**config.mk**
```make
export PLATFORM = sky130hd
export DESIGN_NAME = alu_exec_stage
export DESIGN_NICKNAME = d
export VERILOG_FILES = /design/src/rtl/alu_exec_stage.sv
export SDC_FILE = /design/constraint.sdc
export NUM_CORES = 1
export LEC_CHECK = 0
export BUFFER_PORTS_ARGS = -buffer_cell sky130_fd_sc_hd__buf_2
export CORE_MARGIN = 1.5
export CORE_UTILIZATION = 50
export CTS_CLUSTER_SIZE = 30
export DETAILED_ROUTE_END_ITERATION = 12
export GPL_TIMING_DRIVEN = 1
export PLACE_DENSITY = 0.81
export REMOVE_ABC_BUFFERS = 1
export SLEW_MARGIN = 15
export SYNTH_ARGS = -nofsm -noshare
export SYNTH_HDL_FRONTEND = slang
export SYNTH_SLANG_ARGS = --single-unit
```
**constraint.sdc**
```tcl
create_clock -name clk -period 3.6 [get_ports clk]
set_clock_uncertainty 0.05 [all_clocks]
set_input_delay 1.08 -clock clk [delete_from_list [all_inputs] [get_ports clk]]
set_output_delay 1.08 -clock clk [all_outputs]
set_load 0.05 [all_outputs]
```
**src/rtl/alu_exec_stage.sv**
```systemverilog
// Execute stage driving the register-file write port: single-cycle logic ops, iterative shifts,
// and an iterative shift-add multiply that is only built when ALU_MUL_EN is defined.
module alu_exec_stage #(
  parameter int WIDTH = 16,
  parameter int AW    = 5
) (
  input  logic             clk,
  input  logic             rst,
  input  logic             in_valid,
  output logic             in_ready,
  input  logic [3:0]       op,
  input  logic [WIDTH-1:0] a,
  input  logic [WIDTH-1:0] b,
  input  logic [AW-1:0]    rd,
  output logic             wr_en,
  output logic [AW-1:0]    wr_addr,
  output logic [WIDTH-1:0] wr_data,
  output logic             ovf
);
  // state | meaning
  // IDLE  | ready to accept an op
  // SHIFT | shift accumulator one bit per cycle until count expires
  // MUL   | shift-add multiply, one multiplier bit per cycle
  // WB    | one-cycle write strobe to the register file

  localparam int SW = $clog2(WIDTH);
  localparam int CW = SW + 1;

  localparam logic [3:0] OP_ADD  = 4'd0;
  localparam logic [3:0] OP_SUB  = 4'd1;
  localparam logic [3:0] OP_AND  = 4'd2;
  localparam logic [3:0] OP_OR   = 4'd3;
  localparam logic [3:0] OP_XOR  = 4'd4;
  localparam logic [3:0] OP_NOT  = 4'd5;
  localparam logic [3:0] OP_SLL  = 4'd6;
  localparam logic [3:0] OP_SRL  = 4'd7;
  localparam logic [3:0] OP_SRA  = 4'd8;
  localparam logic [3:0] OP_SLT  = 4'd9;
`ifdef ALU_MUL_EN
  localparam logic [3:0] OP_MUL  = 4'd10;
`endif
  localparam logic [3:0] OP_PASS = 4'd11;

  typedef enum logic [1:0] {
    IDLE  = 2'd0,
    SHIFT = 2'd1,
    WB    = 2'd2
`ifdef ALU_MUL_EN
    , MUL = 2'd3
`endif
  } state_t;

  state_t           state;
  logic [3:0]       opReg;
  logic [AW-1:0]    rdReg;
  logic [WIDTH-1:0] acc;
  logic [CW-1:0]    cnt;
  logic [WIDTH-1:0] sum, diff, aluRes, shiftNext;
  logic             aluOvf, isSingle, isShift;

`ifdef ALU_MUL_EN
  logic [WIDTH-1:0] mcand, mplier, mulNext;
  logic             isMul;
  assign isMul   = (op == OP_MUL);
  assign mulNext = mplier[0] ? acc + mcand : acc;
`endif

  assign in_ready = (state == IDLE) && !rst;
  assign sum      = a + b;
  assign diff     = a - b;
  assign isShift  = (op == OP_SLL) || (op == OP_SRL) || (op == OP_SRA);
  // A zero shift amount needs no iteration and completes like a logic op.
  assign isSingle = (op <= OP_NOT) || (op == OP_SLT) || (op == OP_PASS) ||
                    (isShift && (b[SW-1:0] == '0));

  always_comb begin
    aluRes = '0;
    aluOvf = 1'b0;
    case (op)
      OP_ADD: begin
        aluRes = sum;
        aluOvf = (a[WIDTH-1] == b[WIDTH-1]) && (sum[WIDTH-1] != a[WIDTH-1]);
      end
      OP_SUB: begin
        aluRes = diff;
        aluOvf = (a[WIDTH-1] != b[WIDTH-1]) && (diff[WIDTH-1] != a[WIDTH-1]);
      end
      OP_AND:  aluRes = a & b;
      OP_OR:   aluRes = a | b;
      OP_XOR:  aluRes = a ^ b;
      OP_NOT:  aluRes = ~a;
      OP_SLL, OP_SRL, OP_SRA: aluRes = a;
      OP_SLT:  aluRes = {{(WIDTH-1){1'b0}}, ($signed(a) < $signed(b))};
      OP_PASS: aluRes = b;
      default: aluRes = '0;
    endcase
  end

  always_comb begin
    shiftNext = {acc[WIDTH-1], acc[WIDTH-1:1]};
    if (opReg == OP_SLL)      shiftNext = {acc[WIDTH-2:0], 1'b0};
    else if (opReg == OP_SRL) shiftNext = {1'b0, acc[WIDTH-1:1]};
  end

  always_ff @(posedge clk) begin
    if (rst) begin
      state   <= IDLE;
      opReg   <= '0;
      rdReg   <= '0;
      acc     <= '0;
      cnt     <= '0;
      wr_en   <= 1'b0;
      wr_addr <= '0;
      wr_data <= '0;
      ovf     <= 1'b0;
`ifdef ALU_MUL_EN
      mcand   <= '0;
      mplier  <= '0;
`endif
    end else begin
      case (state)
        IDLE: if (in_valid) begin
          opReg <= op;
          rdReg <= rd;
          acc   <= a;
          cnt   <= CW'(b[SW-1:0]);
          if (isSingle) begin
            state   <= WB;
            wr_en   <= 1'b1;
            wr_addr <= rd;
            wr_data <= aluRes;
            ovf     <= aluOvf;
          end else if (isShift) begin
            state <= SHIFT;
`ifdef ALU_MUL_EN
          end else if (isMul) begin
            state  <= MUL;
            acc    <= '0;
            cnt    <= CW'(WIDTH);
            mcand  <= a;
            mplier <= b;
`endif
          end
        end
        SHIFT: begin
          acc <= shiftNext;
          cnt <= cnt - CW'(1);
          if (cnt == CW'(1)) begin
            state   <= WB;
            wr_en   <= 1'b1;
            wr_addr <= rdReg;
            wr_data <= shiftNext;
            ovf     <= 1'b0;
          end
        end
`ifdef ALU_MUL_EN
        MUL: begin
          acc    <= mulNext;
          mcand  <= {mcand[WIDTH-2:0], 1'b0};
          mplier <= {1'b0, mplier[WIDTH-1:1]};
          cnt    <= cnt - CW'(1);
          if (cnt == CW'(1)) begin
            state   <= WB;
            wr_en   <= 1'b1;
            wr_addr <= rdReg;
            wr_data <= mulNext;
            ovf     <= 1'b0;
          end
        end
`endif
        WB: begin
          wr_en <= 1'b0;
          state <= IDLE;
        end
        default: state <= IDLE;
      endcase
    end
  end

endmodule

```
==> flow_metrics.env <==
export IMPL_arrival_ps=3530
export IMPL_drv_slew=0
export IMPL_pwr_share_comb_pct=43.0
export IMPL_clock_path_buffers=2
export IMPL_clk_pin_slew_ps=120
export IMPL_drt_total_wl_um=18900
export IMPL_die_w_um=109
export IMPL_worst_r2r_cell_count=9
export IMPL_pwr_share_clk_pct=22.5
export IMPL_finalHoldViolCount=0
export IMPL_synth_area_per_cell_um2=7.13
export IMPL_fillers=1073
export IMPL_post_cts_buffers=0
export IMPL_hp_start="wr_data[1]"
export IMPL_setup_viol=0
export IMPL_r2r_slack_ps=1280
export IMPL_port_buffers=67
export IMPL_crit_required_ps=3760
export IMPL_cp_slowest_stage_delay_ps=470
export IMPL_critPathCaptureType="flop"
export IMPL_worstReg2RegStart="cnt[1]"
export IMPL_worstReg2RegEnd="wr_data[14]"
export IMPL_synth_fa_ha_area_share_pct=12.6
export IMPL_worst_pin_slew_ps=608
export IMPL_hold_buffers=0
export IMPL_ant_nets=0
export IMPL_drtIter0Drc=685
export IMPL_synth_seq_area_share_pct=19.7
export IMPL_holdPathStages=2
export IMPL_setup_worst_path_class="in2reg"
export IMPL_diodes=0
export IMPL_vias=6337
export IMPL_internal_power_mw=1.21
export IMPL_drive_above_1_share_pct=17.8
export IMPL_dr_pass1_iters=5
export IMPL_synth_top_family_by_area="compound AO/OA/AOI/OAI gates"
export IMPL_p_seq_share_pct=34.5
export IMPL_cap_violations=0
export IMPL_slowest_stage="a2111o_1"
export IMPL_area_delta_synth_final_pct=13.8
export IMPL_synthDistinctLibCells=77
export IMPL_max_freq_mhz=297
export IMPL_grt_pass1_vias=5787
export IMPL_power_leakage_nw=2.79
export IMPL_coreArea_mm2=0.0109
export IMPL_clkSinkCount=55
export IMPL_cts_buffers=5
export IMPL_status="finished, final reports clean"
export IMPL_dieArea_mm2=0.0118
export IMPL_crit_chain="buf_2 -> ha_1 -> fa_1 -> a21o_1 -> a31o_1 -> a2111o_1 -> nand4_1 -> a21oi_1 -> a2111oi_0 -> nor4_1"
export IMPL_layout_commonest_cell="nand2_1"
export IMPL_slew_limit_headroom_pct=59.4
export IMPL_synth_compound_area_share_pct=33.1
export IMPL_syn_instance_count=785
export IMPL_synth_main_ff_cell="dfxtp_1"
export IMPL_antenna_found_initial=0
export IMPL_grt_pass1_wl_um=30000
export IMPL_placed_cell_area_mm2=0.00625
export IMPL_synth_xor_area_share_pct=0.939
export IMPL_viasPerCell=6.38
export IMPL_p_switching_mw=0.832
export IMPL_nNetsFinal=951
export IMPL_die_h_um=109
export IMPL_synth_edff_count=0
export IMPL_switching_share_pct=40.8
export IMPL_root_buffer="clkbuf_8"
export IMPL_rsz0062_at_grt="no"
export IMPL_crit_path_start="a[0]"
export IMPL_synth_area_leaders="dfxtp_1 20%, ha_1 12%, nand2_1 8.2%"
export IMPL_drc=0
export IMPL_holdWs_ps=411
export IMPL_p_per_area_mw_per_mm2=320
export IMPL_rows=38
export IMPL_final_cell_mix="122 x nand2_1, 76 x nor2_1, 73 x a21oi_1"
export IMPL_overflow=0
export IMPL_ys_ff_latch=55
export IMPL_grt_max_degree=51
export IMPL_synth_area_mm2=0.00560
export IMPL_hp_class="reg2reg"
export IMPL_period_share_pct=93.7
export IMPL_period_needed_ps=3370
export IMPL_synthMuxAreaShare_pct=1.14
export IMPL_cts_tree="done"
export IMPL_fin_cells=993
export IMPL_pin_count=68
export IMPL_cts_resized=0
export IMPL_track_usage_pct=32.8
export IMPL_whs_endpoint="wr_data[1]"
export IMPL_synth_simple_area_share_pct=24.7
export IMPL_irDropWorstVdd_mv=0.175
export IMPL_dp_cells=985
export IMPL_yosys_area_top_type="dfxtp_1"
export IMPL_final_cell_area_mm2=0.00637
export IMPL_yosys_warnings=0
export IMPL_routabilityCongestion=1.02
export IMPL_wl_per_cell_um=19.1
export IMPL_clk_latency_ps=330
export IMPL_initial_utilization_pct=51.4
export IMPL_crit_fanout=4
export IMPL_critical_path_startpoint_type="input port"
export IMPL_postSynth_asyncResetShare_pct=0
export IMPL_hpwl_um=14100
export IMPL_htreeDepth=2
export IMPL_synth_top_area_share_pct=19.7
## per-stage QoR
| stage | setup slack (ps) | power, mW | utilization, % | TNS, ps |
|---|---|---|---|---|
| floorplan | 115 | 1.26 | - | 0 |
| global placement | -29.1 | 1.56 | 57.4 | -29.1 |
| detailed placement | -105 | 1.57 | 57.4 | -125 |
| CTS | 249 | 2.02 | 58.5 | 0 |
| global route | 111 | 2.14 | 58.5 | 0 |
| finish | 228 | 2.04 | 58.5 | 0 |
## critical path: cells and delay by family
family / cells / cell delay, ps
adders and majority gates: 2 / 650
AOI/OAI and AO/OA: 5 / 1480
and+or+nand+nor: 2 / 200
buffers and inverters: 1 / 120
## power by group through the flow
stage	registers (mW)	clock network, mW	logic, mW
floorplan	0.783	0	0.481
global placement	0.714	0	0.844
detailed placement	0.716	0	0.852
CTS	0.702	0.459	0.856
global route	0.710	0.482	0.948
finish	0.703	0.459	0.875
## cells in the mapped netlist (6+ instances only)
cell,number
o21ai_0,38
buf_1,6
a211oi_1,13
nand2_1,122
a21oi_1,73
a311oi_1,10
o22ai_1,11
a32o_1,6
nor4_1,9
a221oi_1,8
dfxtp_1,55
a221o_1,8
a21o_1,11
a22oi_1,13
buf_2,14
nor3_1,19
nor2_1,76
a31oi_1,7
o221ai_1,6
clkbuf_1,30
nand2b_1,11
nor2b_1,10
nand3_1,11
inv_1,47
ha_1,53
## registers in the layout, summed over array words and instances, names as in the netlist
name and count:
wr_en 1, cnt 5, opReg 4, ovf 1
rdReg 5, wr_addr 5, acc 16, state 2
wr_data 16
## area by class of cell
class                      instances  area (um^2)  area share [%]
clock buffer                       6         82.6            1.30
clock inverter                     2         38.8           0.609
inverter                          49          184            2.89
multi-input combinational        625         4070            63.9
sequential                        55         1100            17.3
tap                              140          175            2.75
timing repair buffer             116          716            11.2
## logic make-up (layout without fill, tap and decap cells)
logic type,count (synthesis),after routing
simple gates,295,295
compound gates,263,263
buf+inv,105,173
fa+ha+maj,55,55
flops,55,55
xor+xnor,6,6
mux,6,6
## metal layers
layer / part of all wire, % / global-route usage [%]
met1: 41 / 43.0
met4: 5.8 / 17.5
met2: 43 / 50.6
met3: 11 / 6.16
met5: 0 / 0
## how the worst max path moves through the flow
stage	endpoint	slack [ps]	depth (start not counted)
5_1_grt	wr_data[14]	110	12
3_3_place_gp	wr_data[14]	-30	10
6_report	wr_data[14]	230	10
3_5_place_dp	wr_data[14]	-100	10
2_1_floorplan	wr_data[14]	120	5
4_1_cts	wr_data[14]	250	10
Note: power is estimated with default switching activity, not from simulation.
